`src/rtl/ram_port_arbiter.sv`:
```
// Round-robin arbiter sharing one single-port, fixed-latency word RAM
// between the pixel-read, weight-read and output-write clients.
// Commands are registered onto the memory port; read returns are routed
// back to the issuing client by a tag pipeline matching the RAM latency.
module ram_port_arbiter #(
    parameter int ADDR_W     = 28,
    parameter int DATA_W     = 128,
    parameter int RD_LATENCY = 1
) (
    input  logic                  clk,
    input  logic                  rst,

    input  logic                  pix_req,
    input  logic [ADDR_W-1:0]     pix_addr,
    output logic                  pix_gnt,
    output logic                  pix_rvalid,
    output logic [DATA_W-1:0]     pix_rdata,

    input  logic                  wgt_req,
    input  logic [ADDR_W-1:0]     wgt_addr,
    output logic                  wgt_gnt,
    output logic                  wgt_rvalid,
    output logic [DATA_W-1:0]     wgt_rdata,

    input  logic                  out_req,
    input  logic [ADDR_W-1:0]     out_addr,
    input  logic [DATA_W-1:0]     out_wdata,
    input  logic [DATA_W/8-1:0]   out_wstrb,
    output logic                  out_gnt,

    output logic                  mem_en,
    output logic                  mem_we,
    output logic [ADDR_W-1:0]     mem_addr,
    output logic [DATA_W-1:0]     mem_wdata,
    output logic [DATA_W/8-1:0]   mem_wstrb,
    input  logic [DATA_W-1:0]     mem_rdata
);

    // Client index: 0 pixel, 1 weights, 2 output write
    logic [1:0]            last;
    logic [2:0]            gnt;
    logic [1:0]            winner;
    logic                  mem_wgt;
    logic [RD_LATENCY-1:0] tag_v;
    logic [RD_LATENCY-1:0] tag_wgt;

    // Round-robin pick: search starts one past the last granted client
    always_comb begin
        gnt    = 3'b000;
        winner = 2'd0;
        case (last)
            2'd0: begin
                if (wgt_req)      begin gnt = 3'b010; winner = 2'd1; end
                else if (out_req) begin gnt = 3'b100; winner = 2'd2; end
                else if (pix_req) begin gnt = 3'b001; winner = 2'd0; end
            end
            2'd1: begin
                if (out_req)      begin gnt = 3'b100; winner = 2'd2; end
                else if (pix_req) begin gnt = 3'b001; winner = 2'd0; end
                else if (wgt_req) begin gnt = 3'b010; winner = 2'd1; end
            end
            default: begin
                if (pix_req)      begin gnt = 3'b001; winner = 2'd0; end
                else if (wgt_req) begin gnt = 3'b010; winner = 2'd1; end
                else if (out_req) begin gnt = 3'b100; winner = 2'd2; end
            end
        endcase
        // No client may see an accept while the block is held in reset
        if (rst) begin
            gnt = 3'b000;
        end
    end

    assign pix_gnt = gnt[0];
    assign wgt_gnt = gnt[1];
    assign out_gnt = gnt[2];

    // Register the winning command onto the memory port; idle cycles hold addr/data
    always_ff @(posedge clk or posedge rst) begin
        if (rst) begin
            last      <= 2'd2;
            mem_en    <= 1'b0;
            mem_we    <= 1'b0;
            mem_wgt   <= 1'b0;
            mem_addr  <= '0;
            mem_wdata <= '0;
            mem_wstrb <= '0;
        end else begin
            mem_en  <= |gnt;
            mem_we  <= gnt[2];
            mem_wgt <= gnt[1];
            if (|gnt) begin
                last <= winner;
                case (winner)
                    2'd0: begin
                        mem_addr  <= pix_addr;
                        mem_wstrb <= '0;
                    end
                    2'd1: begin
                        mem_addr  <= wgt_addr;
                        mem_wstrb <= '0;
                    end
                    default: begin
                        mem_addr  <= out_addr;
                        mem_wdata <= out_wdata;
                        mem_wstrb <= out_wstrb;
                    end
                endcase
            end
        end
    end

    // Tag pipeline: follows each issued read until its data leaves the RAM
    always_ff @(posedge clk or posedge rst) begin
        if (rst) begin
            tag_v   <= '0;
            tag_wgt <= '0;
        end else begin
            tag_v[0]   <= mem_en && !mem_we;
            tag_wgt[0] <= mem_wgt;
            for (int i = 1; i < RD_LATENCY; i++) begin
                tag_v[i]   <= tag_v[i-1];
                tag_wgt[i] <= tag_wgt[i-1];
            end
        end
    end

    assign pix_rvalid = tag_v[RD_LATENCY-1] & ~tag_wgt[RD_LATENCY-1];
    assign wgt_rvalid = tag_v[RD_LATENCY-1] &  tag_wgt[RD_LATENCY-1];
    assign pix_rdata  = mem_rdata;
    assign wgt_rdata  = mem_rdata;

endmodule

```
`config.mk`:
```
export PLATFORM = sky130hd
export DESIGN_NAME = ram_port_arbiter
export DESIGN_NICKNAME = d
export VERILOG_FILES = /design/src/rtl/ram_port_arbiter.sv
export SDC_FILE = /design/constraint.sdc
export NUM_CORES = 1
export LEC_CHECK = 0
export CORE_AREA = 2 2 308 310
export CTS_CLUSTER_DIAMETER = 100
export DETAILED_ROUTE_END_ITERATION = 7
export DIE_AREA = 0 0 310 312
export SYNTH_ARGS = -nofsm -noshare
export SYNTH_HDL_FRONTEND = slang
export SYNTH_SLANG_ARGS = --single-unit
```
`constraint.sdc`:
```
create_clock -name clk -period 14.55 [get_ports clk]
set_clock_uncertainty 0.15 [all_clocks]
set_input_delay 4.365 -clock clk [delete_from_list [all_inputs] [get_ports clk]]
set_output_delay 4.365 -clock clk [all_outputs]
set_load 0.01 [all_outputs]
```
# Word level (Yosys, flattened, before mapping)
# Cells that the tools add are included.
# classes
n_eq_ne	2
mux	20
n_bitwise	4
reduce_logical	7
# ops
cell	count
case mux 28 bit (2 select lines)	1
2-to-1 mux 3 bit	7
2-to-1 mux 16 bit	1
2-to-1 mux 2 bit	6
case mux 3 bit (2 select lines)	1
== test 2 x 1 -> 1 bit, second input constant	2
logical NOT 2 bit	2
case mux 2 bit (2 select lines)	1
2-to-1 mux 1 bit	3
OR reduction 3 bit	1
bitwise AND 1 bit	2
inverter 1 bit	2
AND reduction 2 bit	1
OR reduction 2 bit	1
logical AND 1 bit	1
logical NOT 1 bit	1
# word_totals
input_bits	361
output_inout_bits	435
elab_cells	42
regBits	179

# Logic depth before layout (Yosys ltp)
# logic_depth
depth_word	8
depth_mapped	7
ltp_nobuf	5

# Least setup slack after synthesis
# Ideal clock, no wire load.
# synth_path
kind	input port to output port
from	input port rst
to	output port out_gnt
path_buffers	2
path_stages	4
arrival_time_ps	9129
required_time_ps	10035
setup_slack_ps	906
path_cell_list	inv_1 -> and2_4 -> buf_6 -> buf_2
# synth_via
elab_chain_len	1
# synth_rtl
element	line_no	text
start, declared	11	input logic rst,
2-to-1 mux 3 bit	69	if (rst) begin
end, declared	29	output logic out_gnt,
# Every way passes these cells.

# Worst setup path in the final report
# Ends and elaborated chain as after synthesis.

==> run summary <==
The tool flagged a number of max-cap violations equal to 0. The number of library cell types mapped by synthesis is 28. For the worst setup path, the data arrival time is 6.36 ns. The tree is rooted in a sky130_fd_sc_hd__clkbuf_16.

The initial antenna violation count is 5. Buffers inserted during clock tree synthesis total 17. Setup repair after global routing left no endpoint under its margin. The die span in y is 312 µm. The via count came out at 5876. Walking the worst path, the cells encountered are clkdlybuf4s50_1, inv_8, and2_4, clkdlybuf4s50_1. The average cell area after synthesis is 13.04 µm². Summing internal, switching and leakage power gives 1.877 mW. The area inside the core boundary is 0.09305 mm². The combined buffer and inverter count along the critical path came out at 3. The post-synthesis sequential element count came out at 179.

Counting along the longest clock path gives a buffer depth of 2. The highest clock frequency the design can meet came out at 0.09198 GHz. The leakage dissipation came out at 5.226 nW. The number of gates resized after cts is 0. The slowest stage cell on the critical path is sky130_fd_sc_hd__clkdlybuf4s50_1.

The initial utilization of the core area, before any placement, comes to 10.05%. The total congestion overflow is 0. The filler cell count is 10390.

Yosys printed 0 warnings. The synthesized cell area is 0.009351 mm². The final wirelength is 31500 µm. At the worst endpoint, the required time is 10.03 ns. The clock latency at the later pin of the worst-skew pair is 0.49 ns. The number of H-tree levels came out at 4.

The total nets after synthesis came out at 1078. For this run, design rule violations remaining after detail routing come to 0. The post-layout instance count excluding filler cells is 2136.

The post-place instance area is 0.01297 mm². The iteration-0 DRC count of the detailed router is 354. The pin slew with the least headroom to its limit is 1.024 ns. In the final layout, the multi-input gates occupy 0.002723 mm². The final sum of negative setup slack is 0 ns. The HPWL reported at the end of detailed placement is 24360 µm. The post-route standard cell area excluding fillers is 0.01354 mm².

The final cycle utilization of the critical path came out at 74.72%. The fraction of final layout cells with drive strength greater than 1 came out at 19.64%. The worst setup path is captured at a primary output. The maximum cell stage delay along the critical path came out at 0.62 ns. The critical path in this run is classified as in2out.

The via count of the first global-routing pass came to 6571. The number of sinks driven by the clock tree came out at 179. The flow ran to the end, and the final reports show no timing, DRC or antenna violations. 796 I/O pins were placed.

The area growth from synthesis to layout is 44.77%. The cell family contributing the most delay on the critical path is buffers and inverters. Dividing total power by cell area gives a power density of 138.7 mW/mm². The normalized max-slew margin came out at 31.62%. The clock-pin slew on the worst setup and hold paths came out at 0.08 ns. The number of port buffers came out at 411. The maximum resistive drop on vdd is 70.21 µV. The peak fanout along the critical path came out at 56. The total track usage is 6.438%. The cts-stage hold buffer count is 0. At the end of routability-driven placement, the weighted congestion stood at 0.7305. The sequential cell area fraction in the yosys report came out at 47.91%. The hold violation total from the final report came out at 0.

The number of placed instances, taps included is 2103. The floorplan has 112 rows. The mean number of vias per cell is 2.751. The per-cell routed wire length came out at 14.75 µm. The maximum number of pins on one net before global-route repair came out at 75. The final layout contains 1229 nets. Synthesis handed over a netlist of 717 instances. The post-CTS setup buffer count is 0. Setup violations remaining at the end of the flow were counted as 0. The overall die width is 310 µm. The clock tree from TritonCTS is built. The final antenna-violating net count is 0. The dominant cell type by count on the critical path is sky130_fd_sc_hd__clkdlybuf4s50_1.

The max-slew violation total from the final report was 0. The die covers 0.09672 mm². The smallest clock period supported by the final layout is computed as 10.87 ns. The tightest min-delay check is of the reg2reg type.

The type of origin of the critical path is a primary input. The footprint of the flip-flops and latches is 0.004481 mm². The first-pass GRT wire length is 43860 µm. The first TritonRoute pass finished after 8 iterations.
placed cells by master (no fill, tap or decap), types with 3 or more instances in the layout:
cell type,n
sky130_fd_sc_hd__a22o_1,16
sky130_fd_sc_hd__nor2_1,28
sky130_fd_sc_hd__mux2_2,6
sky130_fd_sc_hd__clkbuf_16,17
sky130_fd_sc_hd__buf_4,8
sky130_fd_sc_hd__inv_8,6
sky130_fd_sc_hd__a222oi_1,28
sky130_fd_sc_hd__nor2b_1,3
sky130_fd_sc_hd__dfrtp_1,178
sky130_fd_sc_hd__a21oi_1,29
sky130_fd_sc_hd__clkdlybuf4s50_1,411
sky130_fd_sc_hd__mux2_4,120
sky130_fd_sc_hd__clkinvlp_4,5
cell families after synthesis:
family / synth area share [%]
buf+inv: 23.27
compound gates: 6.730
flops: 47.91
mux: 20.23
simple gates: 1.860
path summary, 6_finish.rpt:
| path | from | to | slack [ns] | cells after the start |
|---|---|---|---|---|
| max in group asynchronous | rst | mem_wstrb[14]$_DFFE_PP0P_ | 8.81 | 3 |
| min in group asynchronous | rst | mem_addr[22]$_DFFE_PP0P_ | 4.13 | 2 |
| worst min-delay path | mem_wgt$_DFF_PP0_ | tag_wgt$_DFF_PP0_ | 0.20 | 0 |
| worst max-delay path | rst | out_gnt | 3.68 | 4 |
| worst max register to register | last[0]$_DFFE_PP0P_ | mem_wdata[39]$_DFFE_PP0P_ | 11.18 | 6 |
| worst min register to register | mem_wgt$_DFF_PP0_ | tag_wgt$_DFF_PP0_ | 0.20 | 0 |
cells in the mapped netlist:
cell,number,share of area (%)
sky130_fd_sc_hd__mux2_1,2,0.24
sky130_fd_sc_hd__a31o_1,1,0.094
sky130_fd_sc_hd__o211a_1,1,0.11
sky130_fd_sc_hd__inv_2,1,0.040
sky130_fd_sc_hd__a22o_1,16,1.5
sky130_fd_sc_hd__o211ai_2,1,0.13
sky130_fd_sc_hd__a21o_1,2,0.16
sky130_fd_sc_hd__a222oi_1,28,3.0
sky130_fd_sc_hd__nand2b_1,1,0.067
sky130_fd_sc_hd__and3b_1,1,0.094
sky130_fd_sc_hd__buf_4,256,21
sky130_fd_sc_hd__o21ai_2,1,0.094
sky130_fd_sc_hd__dfstp_2,1,0.28
sky130_fd_sc_hd__clkbuf_1,8,0.32
sky130_fd_sc_hd__nor2b_1,3,0.20
sky130_fd_sc_hd__inv_1,3,0.12
sky130_fd_sc_hd__nand2_1,2,0.080
sky130_fd_sc_hd__or2_1,1,0.067
sky130_fd_sc_hd__buf_2,8,0.43
sky130_fd_sc_hd__and2_4,1,0.094
sky130_fd_sc_hd__and2_1,2,0.13
sky130_fd_sc_hd__nor2_1,28,1.1
sky130_fd_sc_hd__mux2_4,120,19
sky130_fd_sc_hd__dfrtp_1,178,48
sky130_fd_sc_hd__a21oi_1,29,1.6
sky130_fd_sc_hd__mux2_2,6,0.72
sky130_fd_sc_hd__o32ai_1,1,0.094
sky130_fd_sc_hd__buf_6,15,1.8
stage by stage:
stage	hold WS (ns)	util [%]	setup slack (ns)
after CTS	0.1999	14.55	3.610
final	0.1981	14.55	3.678
after global routing	0.1974	14.55	3.522
after global placement	0.1886	13.94	3.630
after detailed placement	0.1870	13.94	3.609
after floorplan	0.1812	-	0.9064
layer usage:
metal / routed length, µm / vias up / part of all wire (%) / global-route usage, %
met5: 58 / - / 0.18 / 0.2474
met4: 2058 / 8 / 6.5 / 5.116
met3: 4429 / 115 / 14 / 4.170
met2: 13750 / 521 / 44 / 9.634
met1: 11210 / 2721 / 36 / 6.228
li1: - / 2511 / - / -
sequential cells by signal, summed over array words and instances, names as in the netlist:
signal / flops
last: 2
mem_addr: 28
mem_en: 1
mem_wdata: 128
mem_we: 1
mem_wgt: 1
mem_wstrb: 16
tag_v: 1
tag_wgt: 1
final cells by class:
| type | count | share of cell area (%) |
|---|---|---|
| Antenna cell | 1 | 0.01848 |
| Clock buffer | 17 | 3.142 |
| Clock inverter | 15 | 1.044 |
| Inverter | 4 | 0.1664 |
| Multi-Input combinational cell | 247 | 20.11 |
| Sequential cell | 179 | 33.10 |
| Tap cell | 1254 | 11.59 |
| Timing Repair Buffer | 419 | 30.83 |
where the power goes:
group          switching (mW)  total [mW]  internal, mW
clock                   0.241       0.467         0.226
sequential             0.0835       0.715         0.632
combinational           0.247       0.695         0.448
Power figures use the tool's default switching activity.
